`config.mk`:
```
export PLATFORM = sky130hd
export DESIGN_NAME = key_note_selector_flat
export DESIGN_NICKNAME = d
export VERILOG_FILES = /design/src/rtl/key_note_selector_if.sv /design/src/rtl/key_note_selector.sv /design/src/flat_wrapper.sv
export SDC_FILE = /design/constraint.sdc
export NUM_CORES = 1
export LEC_CHECK = 0
export CAP_MARGIN = 15
export CORE_ASPECT_RATIO = 0.9
export CORE_MARGIN = 10
export CORE_UTILIZATION = 38
export CTS_CLUSTER_DIAMETER = 40
export CTS_CLUSTER_SIZE = 8
export DETAILED_ROUTE_END_ITERATION = 10
export PLACE_DENSITY_LB_ADDON = 0.05
export SLEW_MARGIN = 15
export SYNTH_ARGS = -nofsm -noshare
export SYNTH_HDL_FRONTEND = slang
export SYNTH_SLANG_ARGS = --single-unit
export TNS_END_PERCENT = 100
```
`constraint.sdc`:
```
create_clock -name clk -period 6.2 [get_ports clk]
set_input_delay 1.55 -clock clk [delete_from_list [all_inputs] [get_ports clk]]
set_output_delay 1.55 -clock clk [all_outputs]
set_load 0.05 [all_outputs]
```
`src/rtl/key_note_selector_if.sv`:
```
// Key/note bundle between the tone generators, key matrix and the selector.
// The selector takes the slave side; the board/testbench drives the master side.
interface key_note_selector_if #(
    parameter int NUM_KEYS = 8,
    parameter int KEY_W    = 3
);
    logic [NUM_KEYS-1:0] key_in;
    logic [NUM_KEYS-1:0] note_in;
    logic                audio_out;
    logic                key_valid;
    logic [KEY_W-1:0]    key_code;
    logic [NUM_KEYS-1:0] key_stable;

    modport slave (
        input  key_in, note_in,
        output audio_out, key_valid, key_code, key_stable
    );

    modport master (
        output key_in, note_in,
        input  audio_out, key_valid, key_code, key_stable
    );
endinterface

```
`src/rtl/key_note_selector.sv`:
```
// Debounces piano keys, picks the highest pressed key and routes its tone to
// the speaker pin, switching notes only while the output is low.
module key_note_selector #(
    parameter int NUM_KEYS        = 8,
    parameter int KEY_W           = 3,
    parameter int DEBOUNCE_CYCLES = 500000,
    parameter int CNT_W           = 19
) (
    input  logic                  clk,
    input  logic                  reset,
    key_note_selector_if.slave    bus
);
    localparam logic [CNT_W-1:0] CNT_MAX = CNT_W'(DEBOUNCE_CYCLES - 1);

    logic [NUM_KEYS-1:0]            r_sync1;
    logic [NUM_KEYS-1:0]            r_sync2;
    logic [NUM_KEYS-1:0]            r_stable;
    logic [NUM_KEYS-1:0][CNT_W-1:0] r_cnt;
    logic                           r_act_valid;
    logic [KEY_W-1:0]               r_act_sel;
    logic                           r_audio;
    logic                           w_pend_valid;
    logic [KEY_W-1:0]               w_pend_sel;

    // Two-flop synchronizer for the asynchronous key switches.
    always_ff @(posedge clk or negedge reset) begin
        if (!reset) begin
            r_sync1 <= '0;
            r_sync2 <= '0;
        end else begin
            r_sync1 <= bus.key_in;
            r_sync2 <= r_sync1;
        end
    end

    // Any single agreeing cycle restarts the count, so short bounces never land.
    always_ff @(posedge clk or negedge reset) begin
        if (!reset) begin
            r_cnt    <= '0;
            r_stable <= '0;
        end else begin
            for (int i = 0; i < NUM_KEYS; i++) begin
                if (r_sync2[i] == r_stable[i]) begin
                    r_cnt[i] <= '0;
                end else if (r_cnt[i] == CNT_MAX) begin
                    r_stable[i] <= r_sync2[i];
                    r_cnt[i]    <= '0;
                end else begin
                    r_cnt[i] <= r_cnt[i] + CNT_W'(1);
                end
            end
        end
    end

    // Highest pressed index wins.
    always_comb begin
        w_pend_sel = '0;
        for (int i = 0; i < NUM_KEYS; i++) begin
            if (r_stable[i]) w_pend_sel = KEY_W'(i);
        end
    end

    assign w_pend_valid = |r_stable;

    // Selection may only move while the speaker is low, so high phases finish intact.
    always_ff @(posedge clk or negedge reset) begin
        if (!reset) begin
            r_act_valid <= 1'b0;
            r_act_sel   <= '0;
            r_audio     <= 1'b0;
        end else begin
            if (!r_audio) begin
                r_act_valid <= w_pend_valid;
                r_act_sel   <= w_pend_sel;
            end
            r_audio <= r_act_valid & bus.note_in[r_act_sel];
        end
    end

    assign bus.audio_out  = r_audio;
    assign bus.key_valid  = r_act_valid;
    assign bus.key_code   = r_act_valid ? r_act_sel : '0;
    assign bus.key_stable = r_stable;
endmodule
```
`src/flat_wrapper.sv`:
```
// flat-port wrapper written by rule: the top's interface ports become plain ports
module key_note_selector_flat 
#(
    parameter int NUM_KEYS        = 8,
    parameter int KEY_W           = 3,
    parameter int DEBOUNCE_CYCLES = 500000,
    parameter int CNT_W           = 19
)
  (clk, reset, bus_key_in, bus_note_in, bus_audio_out, bus_key_valid, bus_key_code, bus_key_stable);
  key_note_selector_if #(.NUM_KEYS(NUM_KEYS), .KEY_W(KEY_W)) bus_i ();
  input  logic clk;
  input  logic reset;
  input wire logic [$bits(bus_i.key_in)-1:0] bus_key_in;
  input wire logic [$bits(bus_i.note_in)-1:0] bus_note_in;
  output wire logic [$bits(bus_i.audio_out)-1:0] bus_audio_out;
  output wire logic [$bits(bus_i.key_valid)-1:0] bus_key_valid;
  output wire logic [$bits(bus_i.key_code)-1:0] bus_key_code;
  output wire logic [$bits(bus_i.key_stable)-1:0] bus_key_stable;
  assign bus_i.key_in = bus_key_in;
  assign bus_i.note_in = bus_note_in;
  assign bus_audio_out = bus_i.audio_out;
  assign bus_key_valid = bus_i.key_valid;
  assign bus_key_code = bus_i.key_code;
  assign bus_key_stable = bus_i.key_stable;
  key_note_selector #(.NUM_KEYS(NUM_KEYS), .KEY_W(KEY_W), .DEBOUNCE_CYCLES(DEBOUNCE_CYCLES), .CNT_W(CNT_W)) u_core (.clk(clk), .reset(reset), .bus(bus_i));
endmodule
```
==> metrics.txt <==
DR WL/cell=between 15 and 20 um; clk_lat worst skew=430 ps; post-route ant nets=0; Slew @ Worst Pin=between 800 and 900 ps; root buf cell=clkbuf_16; Hold Path Class=reg -> reg; P_leak=3.88 nW; hpwl dp=12800 um; CORE AREA=22500 um^2; Buf/Inv on CP=1; clock slew at reported path FFs=60 ps; gp weighted congestion=0.818; post-placement cell count=approximately 1200; syn_nets=890; Synth Register Bits=between 150 and 200; hold_buf cts=0; pwr dens=about 240 nW/um^2; aggregate routed wire length=about 18000 um; Post-synth ARST share=100%; Die X=179 um; Bufs on Longest Clock Path=2; total grt overflow=0; most frequent cells in the layout=181 x dfrtp_1, 137 x nor2_1, 56 x xnor2_1, 53 x nand3_1, 52 x xor2_1; FILL cells=2219; min Tclk post-route=3400 ps; Mapped Avg Cell Area=10.0 um^2; num rows=52; Yosys cell types=46; Top FF cell, synth=dfrtp_1; final max-slew violation count=0; Pre-Repair DR Iteration Count=4; critical path, cell by cell=clkdlybuf4s50_1; Critical Path AT=1850 ps; Crit Path Class=reg -> out; Fin. Hold Viols=0; peak supply drop=0.112 mV; CP Capture Type=output pin; Resized cells post-CTS=0; synth warn=0; # DRC=0; max incr delay on CP=880 ps; CTS tree=built; I/O pins=31; Area after DPL=9330 um^2; reg2reg setup slack=3930 ps; most common cell after layout, fill and taps aside=dfrtp_1; die extent in y=about 160 um; Core Util, Final=43.9%; Max H-tree Level=4; total CTS buffers=17; fin crit share=54.8%; setup repair bufs after CTS=0; slew margin rel.=between 40% and 50%; vias per inst=5.30; share of layout cells above drive strength 1=6.90%; first-pass GRT wire length=32100 um; initial antenna violation count=0; sequential area share after synthesis=a little over half; Via Count=6407; outcome=completed; Area Overhead vs Synth=13.9%; delay-heaviest family, CP=buffers and inverters; Slowest-stage cell, CP=clkdlybuf4s50_1; setup violators final=0; number of global-route vias before repair=6555; Initial Utilization=38.6%; setup tns final=0 ps; CP Launch Type=flop; Post-synth EDFFs=0; max-cap violations=0; largest net degree at the start of global routing=96; Buffers on Ports=30; ant diodes=0; Cells after Synth=between 800 and 900; Reg area=4530 um^2; nets=927; Tot GR Track Use=13.3%; final instance area=9890 um^2; WP data required=4650 ps; Sink Count=181; Starting DRT DRC Count=between 400 and 500; RSZ-0062 raised after global routing=false; footprint of the multi-input gates=3970 um^2; Cell Area, Synth=8680 um^2; FMAX=0.294 GHz; Max FO, Critical Path=8; non-filler cells, final=1210; die area=29300 um^2; skew final=11.5 ps
[cell usage after synthesis, types with 5 or more instances]
master | number | area [um^2]
a21oi_1 | 41 | 205
and4_1 | 17 | 149
buf_2 | 5 | 25.0
clkbuf_1 | 11 | 41.3
dfrtp_1 | 181 | 4530
ha_1 | 8 | 100
inv_1 | 23 | 86.3
mux2_2 | 9 | 101
nand2_1 | 47 | 176
nand3_1 | 53 | 265
nand4_1 | 48 | 300
nor2_1 | 137 | 514
nor3_1 | 23 | 115
nor4_1 | 24 | 150
o21ai_0 | 21 | 105
o31ai_1 | 13 | 97.6
or3_1 | 23 | 144
or4_1 | 21 | 158
xnor2_1 | 56 | 490
xor2_1 | 52 | 455
[logic make-up (layout without fill, tap and decap cells)]
| kind of cell | count (synthesis) | in the layout | share of synthesized area, % |
|---|---|---|---|
| flops | 181 | 181 | 52.2 |
| xor+xnor | 108 | 108 | 10.9 |
| mux | 11 | 11 | 1.69 |
| simple gates | 429 | 429 | 26.2 |
| buf+inv | 42 | 91 | 2.08 |
| compound gates | 85 | 85 | 5.79 |
| fa+ha+maj | 8 | 8 | 1.15 |
[per-stage QoR]
step | setup WS (ps) | total power, mW | hold slack (ps)
6_report | 2800 | 2.35 | 351
5_1_grt | 2710 | 2.46 | 360
3_5_place_dp | 3240 | 1.33 | 336
2_1_floorplan | 3210 | 1.27 | 331
4_1_cts | 2770 | 2.39 | 356
3_3_place_gp | 3240 | 1.32 | 333
[final timing paths]
check / startpoint / endpoint / cells past startpoint
worst max-delay path: u_core.bus.audio_out$_DFF_PN0_ / bus_audio_out / 1
worst min-delay path: u_core.r_sync1[0]$_DFF_PN0_ / u_core.r_sync2[0]$_DFF_PN0_ / 0
worst max register to register: u_core.r_cnt[133]$_DFF_PN0_ / u_core.r_cnt[149]$_DFF_PN0_ / 6
worst min register to register: u_core.r_sync1[0]$_DFF_PN0_ / u_core.r_sync2[0]$_DFF_PN0_ / 0
max in group asynchronous: reset / u_core.r_cnt[60]$_DFF_PN0_ / 2
min in group asynchronous: reset / u_core.r_cnt[14]$_DFF_PN0_ / 1
[state kept, by name (all words and copies together) (netlist names)]
register,count
u_core.r_sync2,8
u_core.r_sync1,8
u_core.r_act_sel,3
u_core.bus.audio_out,1
u_core.bus.key_stable,8
u_core.r_cnt,152
u_core.bus.key_valid,1
[layer usage]
metal / vias up / share of wire, % / global-route usage [%]
met1: 3176 / 49 / 17.7
li1: 3156 / - / -
met5: - / 0 / 0
met4: 0 / 1.1 / 3.91
met3: 15 / 2.5 / 2.77
met2: 60 / 47 / 21.5
[layout make-up]
| type | count | area share [%] |
|---|---|---|
| Tap cell | 297 | 3.76 |
| Clock buffer | 18 | 4.34 |
| Clock inverter | 13 | 1.37 |
| Inverter | 23 | 0.873 |
| Timing Repair Buffer | 37 | 3.71 |
| Multi-Input combinational cell | 641 | 40.2 |
| Sequential cell | 181 | 45.8 |
[report_power, final]
| group | internal [mW] | leakage (nW) | switching, mW | total (mW) |
|---|---|---|---|---|
| Sequential | 1.20 | 2.47 | 0.0169 | 1.22 |
| Clock | 0.591 | 0.276 | 0.464 | 1.05 |
| Combinational | 0.0289 | 1.14 | 0.0559 | 0.0848 |
Note: power is estimated with default switching activity, not from simulation.
